===== src/rtl/time_stamp_tx.sv =====
// time_stamp_tx: snapshots the clock counter fields on request and streams
// them out as an ASCII line "MM-DD HH:MM:SS" + CR LF (or LF only) over a
// valid/ready byte interface into the UART transmitter.
// Optional build macro TSFMT_AUTO_SEND_EN: a change of the sec input while
// idle launches a frame on its own (one frame per second).
module time_stamp_tx #(
  parameter logic [7:0] DELIM_DATE = 8'h2D,
  parameter logic [7:0] DELIM_TIME = 8'h3A,
  parameter bit         EOL_CRLF   = 1'b1
) (
  input  logic       clk_sys,
  input  logic       reset,
  input  logic       start,
  input  logic [6:0] sec,
  input  logic [6:0] min,
  input  logic [5:0] hour,
  input  logic [5:0] day,
  input  logic [4:0] month,
  output logic [7:0] tx_data,
  output logic       tx_valid,
  input  logic       tx_ready,
  output logic       busy,
  output logic       done
);

  localparam int         FRAME_LEN = EOL_CRLF ? 16 : 15;
  localparam logic [3:0] LAST_IDX  = 4'(FRAME_LEN - 1);

  typedef enum logic [1:0] {S_IDLE, S_SEND, S_DONE} state_e;

  state_e      state_q, state_d;
  logic [3:0]  idx_q, idx_d;
  logic [6:0]  sec_q, min_q;
  logic [5:0]  hour_q, day_q;
  logic [4:0]  month_q;
  logic        capture;
  logic        trig;
  logic [7:0]  frame_byte;
  logic [15:0] mo_a, dy_a, hr_a, mi_a, se_a;

  // Binary field -> two ASCII decimal digits, saturating above 99.
  function automatic logic [15:0] to_ascii(input logic [6:0] v);
    logic [6:0] s;
    logic [3:0] t, u;
    s = (v > 7'd99) ? 7'd99 : v;
    t = 4'(s / 7'd10);
    u = 4'(s % 7'd10);
    return {8'h30 + {4'h0, t}, 8'h30 + {4'h0, u}};
  endfunction

`ifdef TSFMT_AUTO_SEND_EN
  logic [6:0] sec_prev_q;

  // Previous-cycle seconds value; a difference marks a new second.
  always_ff @(posedge clk_sys) begin
    if (reset) sec_prev_q <= '0;
    else       sec_prev_q <= sec;
  end

  assign trig = start | (sec != sec_prev_q);
`else
  assign trig = start;
`endif

  assign mo_a = to_ascii({2'b00, month_q});
  assign dy_a = to_ascii({1'b0, day_q});
  assign hr_a = to_ascii({1'b0, hour_q});
  assign mi_a = to_ascii(min_q);
  assign se_a = to_ascii(sec_q);

  // Frame byte selected by the current byte index.
  always_comb begin
    frame_byte = 8'h0A;
    case (idx_q)
      4'd0:  frame_byte = mo_a[15:8];
      4'd1:  frame_byte = mo_a[7:0];
      4'd2:  frame_byte = DELIM_DATE;
      4'd3:  frame_byte = dy_a[15:8];
      4'd4:  frame_byte = dy_a[7:0];
      4'd5:  frame_byte = 8'h20;
      4'd6:  frame_byte = hr_a[15:8];
      4'd7:  frame_byte = hr_a[7:0];
      4'd8:  frame_byte = DELIM_TIME;
      4'd9:  frame_byte = mi_a[15:8];
      4'd10: frame_byte = mi_a[7:0];
      4'd11: frame_byte = DELIM_TIME;
      4'd12: frame_byte = se_a[15:8];
      4'd13: frame_byte = se_a[7:0];
      4'd14: frame_byte = EOL_CRLF ? 8'h0D : 8'h0A;
      default: frame_byte = 8'h0A;
    endcase
  end

  // FSM next state and Moore outputs; tx_data is forced to zero outside SEND.
  always_comb begin
    state_d  = state_q;
    idx_d    = idx_q;
    capture  = 1'b0;
    tx_valid = 1'b0;
    tx_data  = 8'h00;
    busy     = 1'b0;
    done     = 1'b0;
    case (state_q)
      S_IDLE: begin
        if (trig) begin
          capture = 1'b1;
          idx_d   = 4'd0;
          state_d = S_SEND;
        end
      end
      S_SEND: begin
        tx_valid = 1'b1;
        busy     = 1'b1;
        tx_data  = frame_byte;
        if (tx_ready) begin
          if (idx_q == LAST_IDX) state_d = S_DONE;
          else                   idx_d   = idx_q + 4'd1;
        end
      end
      S_DONE: begin
        done    = 1'b1;
        state_d = S_IDLE;
      end
      default: state_d = S_IDLE;
    endcase
  end

  // State, byte index and field snapshot; fields are only sampled at capture.
  always_ff @(posedge clk_sys) begin
    if (reset) begin
      state_q <= S_IDLE;
      idx_q   <= '0;
      sec_q   <= '0;
      min_q   <= '0;
      hour_q  <= '0;
      day_q   <= '0;
      month_q <= '0;
    end else begin
      state_q <= state_d;
      idx_q   <= idx_d;
      if (capture) begin
        sec_q   <= sec;
        min_q   <= min;
        hour_q  <= hour;
        day_q   <= day;
        month_q <= month;
      end
    end
  end

endmodule


===== config.mk =====
export PLATFORM = sky130hd
export DESIGN_NAME = time_stamp_tx
export DESIGN_NICKNAME = d
export VERILOG_FILES = /design/src/rtl/time_stamp_tx.sv
export SDC_FILE = /design/constraint.sdc
export NUM_CORES = 1
export LEC_CHECK = 0
export CORE_UTILIZATION = 58
export DETAILED_ROUTE_END_ITERATION = 12
export GPL_TIMING_DRIVEN = 1
export PLACE_DENSITY = 0.95
export SETUP_SLACK_MARGIN = 0.15
export SYNTH_ARGS = -nofsm -noshare
export SYNTH_HDL_FRONTEND = slang
export SYNTH_SLANG_ARGS = --single-unit

===== constraint.sdc =====
create_clock -name clk_sys -period 8.1 [get_ports clk_sys]
set_clock_uncertainty 0.1 [all_clocks]
set_input_delay 0.81 -clock clk_sys [delete_from_list [all_inputs] [get_ports clk_sys]]
set_output_delay 0.81 -clock clk_sys [all_outputs]
set_load 0.05 [all_outputs]

* Word level (Yosys, flattened, before mapping)
Cells that the tools add are included.
** Storage, ports and cells
- Register bits :: 37
- Input bits :: 35
- Output and inout bits :: 11
- Logic and storage cells :: 77
** Cells by class
- $add $sub $neg :: 11
- Divide/modulo/power cells :: 10
- $lt $le $gt $ge :: 4
- Eq/ne operators :: 21
- Muxes and demuxes :: 18
- Reductions and logical operators :: 6
** Operators with widths (count)
- 7-bit case mux with 14 select lines :: 1
- 6-bit by 4-bit adder with 7-bit output, first input constant :: 10
- 7-bit two-way mux :: 5
- 4-bit equality test, second input constant :: 8
- 7-bit by 4-bit divider with 7-bit output, second input constant :: 4
- 7-bit by 4-bit modulo with 7-bit output, second input constant :: 4
- 4-bit by 3-bit equality test with 1-bit output, second input constant :: 4
- 6-bit by 7-bit > comparator with 1-bit output, second input constant :: 2
- 7-bit > comparator, second input constant :: 2
- 4-bit two-way mux :: 3
- 4-bit by 2-bit equality test with 1-bit output, second input constant :: 2
- 2-bit != test, second input constant :: 4
- 4-bit case mux with 2 select lines :: 1
- 5-bit by 4-bit divider with 7-bit output, second input constant :: 1
- 5-bit by 4-bit modulo with 7-bit output, second input constant :: 1
- 2-bit two-way mux :: 3
- 4-bit by 1-bit adder with 4-bit output, second input constant :: 1
- 4-bit by 1-bit equality test with 1-bit output, second input constant :: 1
- 4-bit logical NOT :: 1
- 1-bit two-way mux :: 4
- 2-bit case mux with 2 select lines :: 1
- 4-bit AND reduction :: 1
- 3-bit AND reduction :: 1
- 2-bit by 1-bit equality test with 1-bit output, second input constant :: 1
- other kinds (4) :: 4

* Depth between registers and ports, before layout
Gate-level depths: netlist of run 1.
- Depth after elaboration :: 6
- Gate-level depth with buffers :: 19
- Depth with buffers taken out :: 18

* Least setup slack after synthesis of run 1
Ideal clock, no wire load.
- Path kind :: register to output
- Start :: register idx_q[0]
- End :: output tx_data[1]
- Data arrival time :: 3740 ps
- Required time :: 7190 ps
- Setup slack :: 3450 ps
- Stages on the path, launching flop included :: 20
- Path buffers :: 1
- Path through :: dfxtp_1 -> inv_1 -> ha_1 -> buf_1 -> a22o_1 -> a221oi_4 -> and4_1 -> nand3b_1 -> nand2_1 -> inv_1 -> ha_1 -> nand3_1 -> o2bb2ai_4 -> and2_4 -> xnor2_2 -> ha_1 -> inv_1 -> o211ai_2 -> and4b_1 -> or3_1
** On the way
- Word-level cells in the longest chain between the ends :: 4
- Elaborated cells between the ends (all ways) :: 18
- Classes of those cells :: eq/ne (14); mux (2); reduce/logical (2)
** Ends and longest elaborated chain
- start, declared :: RTL line 32 : logic [3:0] idx_q, idx_d;
- start signal, assigned :: RTL line 140 : idx_q <= idx_d;
- 4-bit equality test :: RTL line 74 : case (idx_q)
- 2-bit OR reduction (no line)
- 7-bit case mux with 14 select lines (*) :: RTL line 74
- 7-bit two-way mux (*) :: RTL line 103 : case (state_q)
- end, declared :: RTL line 19 : output logic [7:0] tx_data,
Mark *: on every way between the ends. The rest lies on a longest branch, timed or not.

* Worst setup path in the final report of run 1
- Start :: register idx_q[2]
- End :: output tx_data[1]
The elaborated chain is that of the path after synthesis.

==> impl_results.rst, run 1 <==
.. list-table::
   :header-rows: 1

   * - Metric
     - Value
   * - Clock latency of the later-clocked register in the worst-skew pair
     - 0.29 ns
   * - Least-Margin Pin Slew
     - 1.174 ns
   * - Fin Hold WS
     - 0.3772 ns
   * - Power density relative to cell area
     - 137.2 nW/um^2
   * - Via count of the first global-routing pass
     - 2837
   * - Tcrit/Tclk final
     - 0.7914
   * - Clk sinks
     - 37
   * - Worst slew margin relative to its limit
     - 0.2166
   * - Maximum clock frequency
     - 0.1560 GHz
   * - Clock tree from TritonCTS
     - built
   * - Routed vias
     - 2998
   * - Resize count post-CTS
     - 0
   * - Post-layout util
     - 0.7336
   * - Antenna violations before repair
     - 0
   * - Ys async rst share
     - 0
   * - Antenna diode count
     - 0
   * - Post-synthesis instance area
     - 2819 sq um
   * - Unrepaired setup endpoints after global routing
     - no
   * - XOR/XNOR Fraction of Synth Area
     - 0.01509
   * - Maximum level of the CTS H-tree
     - 2
   * - Adder-cell share of the synthesized area
     - 0.03995
   * - Dominant register cell in the synthesized netlist
     - sky130_fd_sc_hd__dfxtp_1
   * - Synthesized-area fraction occupied by and/or/nand/nor cells
     - 0.2823
   * - Ports placed on the boundary
     - 46
   * - Gate count of the mapped netlist
     - 386
   * - Maximum vdd ir drop
     - 134.9 uV
   * - Number of different library cells in the post-synthesis netlist
     - 65
   * - Final setup fails
     - 0
   * - Sequential element share of the synthesized area
     - 0.2628
   * - Port-buffer cells
     - 43
   * - First-pass GRT wire length
     - 12910 microns
   * - Post-synthesis register bit count
     - 37
   * - Dominant combinational cell family by area after synthesis
     - compound AO/OA/AOI/OAI gates
   * - # fillers
     - 362
   * - Width of the die
     - 71.72 microns
   * - Standard cell core area
     - 4504 sq um
   * - Max-cap violations
     - 0
   * - Pleak
     - 1.225 nW
   * - Final slew viol count
     - 0
   * - Least setup slack across all paths after layout
     - 1.690 ns
   * - Worst-case setup slack after placement
     - 2.117 ns
   * - Post-route cell area
     - 3304 sq um
   * - Post-CTS repair timing setup buffer count
     - 0
   * - Clock transition at the register clock pins on the worst setup and hold paths after CTS
     - 0.08 ns
   * - Arr. time, crit path
     - 5.50 ns
   * - First DRT Iteration DRCs
     - 227
   * - Hold WC Path Type
     - reg2reg
   * - Crit path max fanout
     - 27
   * - Result of the run
     - finished clean
   * - Commonest non-fill, non-tap cells in the layout
     - sky130_fd_sc_hd__nand2_1 (80), sky130_fd_sc_hd__a21oi_1 (52), sky130_fd_sc_hd__clkdlybuf4s50_1 (43), sky130_fd_sc_hd__dfxtp_1 (37), sky130_fd_sc_hd__nand3_1 (18)
   * - Aggregate global routing overflow
     - 0
   * - Total Nets Final
     - 453
   * - Maximum buffer depth of the clock tree
     - 2
   * - Reg2reg setup slack
     - 5.88 ns
   * - Number of search-and-repair iterations in the first detailed-routing pass
     - 5
   * - Startpoint types
     - register
   * - Fin. Hold Viols
     - 0
   * - Root Driver
     - sky130_fd_sc_hd__clkbuf_8
   * - Wirelength, routed
     - 7593 microns
   * - Die outline area
     - 5143 sq um
   * - Share of post-route cells with drive strength above 1
     - 0.06098
   * - Post-layout min period
     - 6.410 ns
   * - Total number of yosys warnings
     - 0
   * - Hold-fix buffers, CTS
     - 0
   * - Count of flip-flops with a built-in enable after synthesis
     - 0
   * - DRC
     - 0
   * - Area post-placement
     - 3193 sq um
   * - Mux contribution to synthesized area
     - 0.02086
   * - Pin count of the biggest net entering global routing
     - 38
   * - Share of the synthesized area in compound gates (AO/OA/AOI/OAI)
     - 0.3111
   * - Category of the critical setup timing path
     - reg2out
   * - Setup TNS after final layout
     - 0 ns
   * - CTS buffer count
     - 5
   * - GPL Wtd Cong
     - 0.9715
   * - Starting utilization of the core area
     - 0.6258
   * - Commonest non-fill, non-tap cell in the layout
     - sky130_fd_sc_hd__nand2_1
   * - Element type at the critical path end
     - output port
   * - Via count normalized by instance count
     - 6.489
   * - Number of nets with antenna violations after routing
     - 0
   * - Die Y
     - 71.72 microns
   * - DPL Wire Length
     - 5553 microns
   * - Growth of design area from synthesis to finish
     - 17.22%
   * - Global-route total usage across every layer
     - 0.3174
   * - Total number of placement rows
     - 24
   * - Required time at the worst-slack endpoint
     - 7.19 ns
   * - Per-cell routed wire length
     - 16.44 microns
   * - Avg Cell Area, Syn
     - 7.303 sq um
==> sequential cells by signal (all words and copies together), names as in the netlist <==
signal / flops
state_q: 2
day_q: 6
hour_q: 6
sec_q: 7
month_q: 5
idx_q: 4
min_q: 7
==> final cells by class <==
type                            count  area [sq um]  share of cell area
Clock buffer                        6         72.57             0.02196
Clock inverter                      2         38.79             0.01174
Inverter                           14         52.55             0.01590
Multi-Input combinational cell    307          1897              0.5740
Sequential cell                    37         740.7              0.2242
Tap cell                           52         65.06             0.01969
Timing Repair Buffer               44         437.9              0.1325
==> critical path, cell delays in order, from the launching register on <==
cell and delay, ns:
sky130_fd_sc_hd__dfxtp_1 0.87, sky130_fd_sc_hd__nor2b_1 0.77, sky130_fd_sc_hd__a32oi_1 0.26, sky130_fd_sc_hd__o32a_2 0.50
sky130_fd_sc_hd__nand3b_1 0.15, sky130_fd_sc_hd__nand2_1 0.12, sky130_fd_sc_hd__inv_1 0.11, sky130_fd_sc_hd__ha_1 0.17
sky130_fd_sc_hd__nand3_1 0.13, sky130_fd_sc_hd__o2bb2ai_4 0.17, sky130_fd_sc_hd__and2_4 0.20, sky130_fd_sc_hd__xnor2_2 0.13
sky130_fd_sc_hd__ha_1 0.21, sky130_fd_sc_hd__inv_1 0.09, sky130_fd_sc_hd__o211ai_2 0.11, sky130_fd_sc_hd__and4b_1 0.21
sky130_fd_sc_hd__or3_1 0.31, sky130_fd_sc_hd__clkdlybuf4s50_1 0.70
==> path summary, 6_finish.rpt <==
path | start | end | depth (start not counted)
setup / recovery | idx_q[2] | tx_data[1] | 17
hold / removal | day_q[4] | day_q[4] | 2
setup reg to reg | idx_q[2] | idx_q[2] | 7
hold reg to reg | day_q[4] | day_q[4] | 2
==> cell families after synthesis <==
logic type               after synthesis
AND/OR/NAND/NOR                      162
buffers and inverters                 43
multiplexers                           4
XOR/XNOR                               4
adder cells (fa/ha/maj)                9
flip-flops                            37
AO/OA/AOI/OAI                        126
other                                  1
==> Yosys cell counts, types with 2 or more instances <==
library cell                number  area share
sky130_fd_sc_hd__a41o_1          2      0.0071
sky130_fd_sc_hd__or3_1           2      0.0044
sky130_fd_sc_hd__o22ai_1         2      0.0044
sky130_fd_sc_hd__o211ai_1        3      0.0080
sky130_fd_sc_hd__and3_1          4      0.0089
sky130_fd_sc_hd__nand3_1        18       0.032
sky130_fd_sc_hd__or2_2           2      0.0044
sky130_fd_sc_hd__buf_2           6       0.011
sky130_fd_sc_hd__nand2b_1        6       0.013
sky130_fd_sc_hd__a32oi_1         2      0.0062
sky130_fd_sc_hd__nand3b_1        6       0.016
sky130_fd_sc_hd__nor2b_1         4      0.0089
sky130_fd_sc_hd__nor2_1         16       0.021
sky130_fd_sc_hd__and4_1          2      0.0062
sky130_fd_sc_hd__a21oi_1        52       0.092
sky130_fd_sc_hd__inv_1          14       0.019
sky130_fd_sc_hd__a22oi_1         3      0.0080
sky130_fd_sc_hd__a22o_1          8       0.025
sky130_fd_sc_hd__o2111ai_1       2      0.0062
sky130_fd_sc_hd__nand4_1         7       0.016
sky130_fd_sc_hd__and3b_1         3      0.0093
sky130_fd_sc_hd__o311a_1         2      0.0071
sky130_fd_sc_hd__dfxtp_1        37        0.26
sky130_fd_sc_hd__buf_4           3      0.0080
sky130_fd_sc_hd__nand2_1        80        0.11
sky130_fd_sc_hd__o21a_1          2      0.0053
sky130_fd_sc_hd__o21ai_0        17       0.030
sky130_fd_sc_hd__buf_1           5      0.0067
sky130_fd_sc_hd__xor2_1          3      0.0093
sky130_fd_sc_hd__clkbuf_1       14       0.019
sky130_fd_sc_hd__o32ai_1         2      0.0062
sky130_fd_sc_hd__ha_1            9       0.040
sky130_fd_sc_hd__nor3_1          3      0.0053
sky130_fd_sc_hd__a21o_1          2      0.0053
sky130_fd_sc_hd__a31oi_1         8       0.018
sky130_fd_sc_hd__and4b_1         3       0.011
sky130_fd_sc_hd__a221oi_1        4       0.012
==> layer usage <==
metal | up-vias | global-route usage | share of wire
met5 | - | 0 | 0
met4 | 0 | 0.1721 | 0.031
met3 | 22 | 0.05063 | 0.067
met2 | 143 | 0.5231 | 0.48
met1 | 1392 | 0.3979 | 0.42
li1 | 1441 | - | -
==> power by group <==
part / internal [mW] / switching [mW]
clock: 0.0924 / 0.0675
sequential: 0.191 / 0.0106
combinational: 0.0396 / 0.0518
total: 0.323 / 0.130
==> through the flow <==
step | std cells | total power, mW
4_1_cts | 462 | 0.4531
3_3_place_gp | 454 | 0.2926
6_report | 462 | 0.4533
5_1_grt | 462 | 0.4725
3_5_place_dp | 454 | 0.2957
2_1_floorplan | 387 | 0.2629
(Power assumes the default switching activity.)
==> run 2: changes to the inputs <==
Settings changed: CORE_UTILIZATION 58 to 54, PLACE_DENSITY 0.95 to 0.91.
Clock period 8.1 ns to 6.3 ns, I/O delays scaled along.
==> impl_results.rst, run 2 (same netlist as run 1, synthesis figures left out) <==
.. list-table::
   :header-rows: 1

   * - Metric
     - Value
   * - Maximum level of the CTS H-tree
     - 2 (unchanged)
   * - Required time at the worst-slack endpoint
     - 5.57 ns (was 7.19 ns)
   * - Post-layout min period
     - 5.754 ns
   * - Worst slew margin relative to its limit
     - 0.2176 (was 0.2166)
   * - Via count normalized by instance count
     - 6.157 (was 6.489)
   * - CTS buffer count
     - 5 (unchanged)
   * - Per-cell routed wire length
     - 15.84 microns (was 16.44 microns)
   * - Commonest non-fill, non-tap cells in the layout
     - sky130_fd_sc_hd__nand2_1 (80), sky130_fd_sc_hd__a21oi_1 (52), sky130_fd_sc_hd__clkdlybuf4s50_1 (43), sky130_fd_sc_hd__dfxtp_1 (37), sky130_fd_sc_hd__nand3_1 (18) (unchanged)
   * - Clock transition at the register clock pins on the worst setup and hold paths after CTS
     - 0.08 ns (about the same)
   * - Antenna diode count
     - 0 (unchanged)
   * - Total Nets Final
     - 455 (was 453)
   * - Tcrit/Tclk final
     - 0.9133
   * - DRC
     - 0 (unchanged)
   * - Die Y
     - 74.25 microns (was 71.72 microns)
   * - Final slew viol count
     - 0 (unchanged)
   * - Global-route total usage across every layer
     - 0.2998 (was 0.3174)
   * - Startpoint types
     - register (unchanged)
   * - Commonest non-fill, non-tap cell in the layout
     - sky130_fd_sc_hd__nand2_1 (unchanged)
   * - Depth of the worst hold-timing path
     - 2 (unchanged)
   * - Number of search-and-repair iterations in the first detailed-routing pass
     - 5 (unchanged)
   * - Hold-fix buffers, CTS
     - 0 (unchanged)
   * - Root Driver
     - sky130_fd_sc_hd__clkbuf_8 (unchanged)
   * - Hold WC Path Type
     - reg2reg (unchanged)
   * - Final setup fails
     - 0 (unchanged)
   * - Wirelength, routed
     - 7587 microns (was 7593 microns)
   * - Port-buffer cells
     - 43 (unchanged)
   * - # fillers
     - 443 (was 362)
   * - Unrepaired setup endpoints after global routing
     - no (unchanged)
   * - Element type at the critical path end
     - output port (unchanged)
   * - Routed vias
     - 2949 (was 2998)
   * - Fin Hold WS
     - 0.3802 ns (was 0.3772 ns)
   * - Maximum vdd ir drop
     - 160.1 uV (was 134.9 uV)
   * - Power density relative to cell area
     - 175.5 nW/um^2 (was 137.2 nW/um^2)
   * - Resize count post-CTS
     - 0 (unchanged)
   * - Starting utilization of the core area
     - 0.5777 (was 0.6258)
   * - Aggregate global routing overflow
     - 0 (unchanged)
   * - Category of the critical setup timing path
     - reg2out (unchanged)
   * - GPL Wtd Cong
     - 0.9942 (was 0.9715)
   * - Pleak
     - 1.236 nW (was 1.225 nW)
   * - Standard cell core area
     - 4880 sq um (was 4504 sq um)
   * - Total number of placement rows
     - 25 (was 24)
   * - Width of the die
     - 74.25 microns (was 71.72 microns)
   * - Maximum clock frequency
     - 0.1738 GHz
   * - First DRT Iteration DRCs
     - 317 (was 227)
   * - Growth of design area from synthesis to finish
     - 18.42% (was 17.22%)
   * - Clock latency of the later-clocked register in the worst-skew pair
     - 0.29 ns (about the same)
   * - Number of nets with antenna violations after routing
     - 0 (unchanged)
   * - Clk sinks
     - 37 (unchanged)
   * - Ports placed on the boundary
     - 46 (unchanged)
   * - Setup TNS after final layout
     - 0 ns (unchanged)
   * - Least-Margin Pin Slew
     - 1.172 ns (was 1.174 ns)
   * - Arr. time, crit path
     - 5.02 ns (was 5.50 ns)
   * - First-pass GRT wire length
     - 12740 microns (was 12910 microns)
   * - Max-cap violations
     - 0 (unchanged)
   * - Largest regs
     - min_q (7), sec_q (7) (unchanged)
   * - Crit path max fanout
     - 27 (unchanged)
   * - Via count of the first global-routing pass
     - 2706 (was 2837)
   * - Post-layout util
     - 0.6841 (was 0.7336)
   * - Share of post-route cells with drive strength above 1
     - 0.06553 (was 0.06098)
   * - Antenna violations before repair
     - 0 (unchanged)
   * - Die outline area
     - 5513 sq um (was 5143 sq um)
   * - Clock tree from TritonCTS
     - built (unchanged)
   * - Post-CTS repair timing setup buffer count
     - 0 (unchanged)
   * - Maximum buffer depth of the clock tree
     - 2 (unchanged)
   * - Pin count of the biggest net entering global routing
     - 38 (unchanged)
   * - Result of the run
     - finished clean (unchanged)
   * - Number of cell instances on the worst register-to-register path
     - 7 (unchanged)
   * - Fin. Hold Viols
     - 0 (unchanged)
   * - DPL Wire Length
     - 5591 microns (was 5553 microns)
-- run 2: final cells by class --
| class | count | area, sq um | share of cell area |
|---|---|---|---|
| Clock inverter | 2 | 38.79 | 0.01162 |
| Timing Repair Buffer | 46 | 452.9 | 0.1357 |
| Inverter | 14 | 52.55 | 0.01574 |
| Multi-Input combinational cell | 307 | 1897 | 0.5682 |
| Sequential cell | 37 | 740.7 | 0.2219 |
| Tap cell | 67 | 83.83 | 0.02511 |
| Clock buffer | 6 | 72.57 | 0.02174 |
-- run 2: worst paths after layout --
path,startpoint,endpoint,slack (ns)
min reg2reg,hour_q[3],hour_q[3],0.38
max,idx_q[2],tx_data[1],0.55
min,hour_q[3],hour_q[3],0.38
max reg2reg,idx_q[2],idx_q[3],4.10
-- run 2: routing by layer --
metal | global-route usage | up-vias | part of all wire
met5 | 0 | - | 0
met4 | 0.1195 | 0 | 0.030
met3 | 0.05556 | 24 | 0.074
met2 | 0.4747 | 150 | 0.46
met1 | 0.4045 | 1330 | 0.44
li1 | - | 1445 | -
-- run 2: critical path, cell delays in order (launching register included) --
cell                              delay (ns)
sky130_fd_sc_hd__dfxtp_1                0.87
sky130_fd_sc_hd__nor2b_1                0.43
sky130_fd_sc_hd__a32oi_1                0.19
sky130_fd_sc_hd__o32a_2                 0.46
sky130_fd_sc_hd__nand3b_1               0.14
sky130_fd_sc_hd__nand2_1                0.11
sky130_fd_sc_hd__inv_1                  0.11
sky130_fd_sc_hd__ha_1                   0.16
sky130_fd_sc_hd__nand3_1                0.12
sky130_fd_sc_hd__o2bb2ai_4              0.17
sky130_fd_sc_hd__and2_4                 0.20
sky130_fd_sc_hd__xnor2_2                0.14
sky130_fd_sc_hd__ha_1                   0.20
sky130_fd_sc_hd__inv_1                  0.08
sky130_fd_sc_hd__o211ai_2               0.10
sky130_fd_sc_hd__and4b_1                0.21
sky130_fd_sc_hd__or3_1                  0.31
sky130_fd_sc_hd__clkdlybuf4s50_1        0.71
-- run 2: per-stage QoR --
step / instance area (sq um) / worst slack, ns / total power [mW] / cells
after global routing: 3338 / 0.3043 / 0.6110 / 479
after CTS: 3338 / 0.6071 / 0.5844 / 479
after detailed placement: 3227 / 0.9109 / 0.3805 / 471
after floorplan: 2823 / 1.830 / 0.3380 / 387
final: 3338 / 0.5465 / 0.5860 / 479
after global placement: 3227 / 1.139 / 0.3768 / 471
-- run 2: report_power, final --
part / internal, mW / total (mW) / switching [mW]
sequential: 0.246 / 0.260 / 0.0141
combinational: 0.0510 / 0.117 / 0.0660
clock: 0.119 / 0.209 / 0.0900
==> run 3: changes to the inputs <==
Settings changed: CAP_MARGIN from default to 5.
==> impl_results.rst, run 3 (same netlist as run 1, synthesis figures left out) <==
.. list-table::
   :header-rows: 1

   * - Metric
     - Value
   * - Result of the run
     - finished clean (unchanged)
   * - Pin count of the biggest net entering global routing
     - 38 (unchanged)
   * - Clock transition at the register clock pins on the worst setup and hold paths after CTS
     - 0.08 ns (about the same)
   * - Total number of placement rows
     - 25 (unchanged)
   * - Die outline area
     - 5513 sq um (unchanged)
   * - GPL Wtd Cong
     - 0.9942 (unchanged)
   * - Logic pwr share
     - 0.202 (was 0.200)
   * - Setup TNS after final layout
     - 0 ns (unchanged)
   * - Tcrit/Tclk final
     - 0.9149 (was 0.9133)
   * - Power density relative to cell area
     - 175.3 nW/um^2 (was 175.5 nW/um^2)
   * - DPL Wire Length
     - 5591 microns (unchanged)
   * - Worst-case setup slack after placement
     - 0.9109 ns (unchanged)
   * - Root Driver
     - sky130_fd_sc_hd__clkbuf_8 (unchanged)
   * - Fraction of power consumed by sequential logic
     - 0.442 (was 0.444)
   * - Maximum buffer depth of the clock tree
     - 2 (unchanged)
   * - Ports placed on the boundary
     - 46 (unchanged)
   * - Commonest non-fill, non-tap cells in the layout
     - sky130_fd_sc_hd__nand2_1 (80), sky130_fd_sc_hd__a21oi_1 (52), sky130_fd_sc_hd__clkdlybuf4s50_1 (43), sky130_fd_sc_hd__dfxtp_1 (37), sky130_fd_sc_hd__nand3_1 (18) (unchanged)
   * - Least-Margin Pin Slew
     - 0.8519 ns (was 1.172 ns)
   * - Die Y
     - 74.25 microns (unchanged)
   * - Number of nets with antenna violations after routing
     - 0 (unchanged)
   * - Share of post-route cells with drive strength above 1
     - 0.06780 (was 0.06553)
   * - Width of the die
     - 74.25 microns (unchanged)
   * - Starting utilization of the core area
     - 0.5777 (unchanged)
   * - Max-cap violations
     - 0 (unchanged)
   * - Hold WC Path Type
     - reg2reg (unchanged)
   * - Global-route total usage across every layer
     - 0.2998 (unchanged)
   * - Number of search-and-repair iterations in the first detailed-routing pass
     - 5 (unchanged)
   * - Worst slew margin relative to its limit
     - 0.4313 (was 0.2176)
   * - Arr. time, crit path
     - 5.03 ns (was 5.02 ns)
   * - Aggregate global routing overflow
     - 0 (unchanged)
   * - Clk sinks
     - 37 (unchanged)
   * - CTS buffer count
     - 5 (unchanged)
   * - Net switching fraction of the power
     - 0.2910 (was 0.2904)
   * - Reg2reg setup slack
     - 4.12 ns (was 4.10 ns)
   * - Final slew viol count
     - 0 (unchanged)
   * - Via count of the first global-routing pass
     - 2706 (unchanged)
   * - P_int
     - 0.4169 mW (was 0.4158 mW)
   * - Wirelength, routed
     - 7648 microns (was 7587 microns)
   * - Maximum level of the CTS H-tree
     - 2 (unchanged)
   * - Post-CTS repair timing setup buffer count
     - 0 (unchanged)
   * - Routed vias
     - 2993 (was 2949)
   * - Least setup slack across all paths after layout
     - 0.5359 ns (was 0.5465 ns)
   * - Crit path max fanout
     - 27 (unchanged)
   * - Growth of design area from synthesis to finish
     - 18.95% (was 18.42%)
   * - Category of the critical setup timing path
     - reg2out (unchanged)
   * - Resize count post-CTS
     - 0 (unchanged)
   * - Unrepaired setup endpoints after global routing
     - no (unchanged)
   * - Total Nets Final
     - 456 (was 455)
   * - Element type at the critical path end
     - output port (unchanged)
   * - Largest regs
     - min_q (7), sec_q (7) (unchanged)
   * - Maximum vdd ir drop
     - 160.3 uV (was 160.1 uV)
   * - Total net switching power
     - 0.1711 mW (was 0.1702 mW)
   * - Fin. Hold Viols
     - 0 (unchanged)
   * - Antenna violations before repair
     - 0 (unchanged)
   * - Via count normalized by instance count
     - 6.235 (was 6.157)
   * - Per-cell routed wire length
     - 15.93 microns (was 15.84 microns)
   * - Maximum clock frequency
     - 0.1735 GHz (was 0.1738 GHz)
   * - Clock power frac
     - 0.356 (about the same)
   * - Startpoint types
     - register (unchanged)
   * - Clock tree from TritonCTS
     - built (unchanged)
   * - Commonest non-fill, non-tap cell in the layout
     - sky130_fd_sc_hd__nand2_1 (unchanged)
   * - Hold-fix buffers, CTS
     - 0 (unchanged)
   * - Required time at the worst-slack endpoint
     - 5.57 ns (about the same)
   * - Port-buffer cells
     - 43 (unchanged)
   * - Post-layout min period
     - 5.764 ns (was 5.754 ns)
   * - Clock latency of the later-clocked register in the worst-skew pair
     - 0.29 ns (about the same)
   * - First DRT Iteration DRCs
     - 286 (was 317)
   * - Antenna diode count
     - 0 (unchanged)
   * - Final setup fails
     - 0 (unchanged)
   * - Standard cell core area
     - 4880 sq um (unchanged)
   * - First-pass GRT wire length
     - 12740 microns (unchanged)
   * - DRC
     - 0 (unchanged)
   * - Pleak
     - 1.243 nW (was 1.236 nW)
[run 3: changes by cell type in the layout (fill, tap and decap cells not counted)]
| cell | before | now |
|---|---|---|
| sky130_fd_sc_hd__buf_8 | 0 | 1 |
[run 3: worst paths after layout]
path	from	to	cells past startpoint
worst max-delay path	idx_q[2]	tx_data[1]	17
worst max register to register	idx_q[2]	idx_q[3]	7
worst min-delay path	min_q[0]	min_q[0]	2
worst min register to register	min_q[0]	min_q[0]	2
[run 3: power by group through the flow]
stage | clock (mW) | sequential, mW | combinational [mW]
after global placement | 0 | 0.264 | 0.113
after CTS | 0.209 | 0.259 | 0.116
after global routing | 0.220 | 0.262 | 0.131
final | 0.209 | 0.260 | 0.119
after detailed placement | 0 | 0.265 | 0.116
after floorplan | 0 | 0.260 | 0.0781
[run 3: metal layers]
| metal | track usage | wire length [microns] | part of all wire |
|---|---|---|---|
| met3 | 0.05556 | 535 | 0.070 |
| met4 | 0.1195 | 239 | 0.031 |
| met2 | 0.4747 | 3521 | 0.46 |
| met1 | 0.4045 | 3350 | 0.44 |
| met5 | 0 | 0 | 0 |
[run 3: cell type report]
type	count	area [sq um]
clock buffers	6	72.57
well taps	67	83.83
fillers	441	1526
inverters	14	52.55
clock inverters	2	38.79
repair buffers	47	467.9
flip-flops and latches	37	740.7
multi-input cells	307	1897
[run 3: worst max-delay path: stages (launching register included)]
cell and delay (ns):
sky130_fd_sc_hd__dfxtp_1 0.88, sky130_fd_sc_hd__nor2b_1 0.43, sky130_fd_sc_hd__a32oi_1 0.19, sky130_fd_sc_hd__o32a_2 0.46
sky130_fd_sc_hd__nand3b_1 0.14, sky130_fd_sc_hd__nand2_1 0.11, sky130_fd_sc_hd__inv_1 0.11, sky130_fd_sc_hd__ha_1 0.16
sky130_fd_sc_hd__nand3_1 0.12, sky130_fd_sc_hd__o2bb2ai_4 0.17, sky130_fd_sc_hd__and2_4 0.19, sky130_fd_sc_hd__xnor2_2 0.14
sky130_fd_sc_hd__ha_1 0.20, sky130_fd_sc_hd__inv_1 0.08, sky130_fd_sc_hd__o211ai_2 0.10, sky130_fd_sc_hd__and4b_1 0.21
sky130_fd_sc_hd__or3_1 0.31, sky130_fd_sc_hd__clkdlybuf4s50_1 0.71
[run 3: metrics by stage]
step	instances	hold slack, ns	area, sq um	power, mW	utilization
floorplan	387	0.3430	2823	0.3380	-
global placement	471	0.3608	3227	0.3768	0.6613
detailed placement	471	0.3647	3227	0.3805	0.6613
CTS	479	0.3754	3338	0.5844	0.6841
global route	480	0.4012	3353	0.6124	0.6872
finish	480	0.3819	3353	0.5880	0.6872
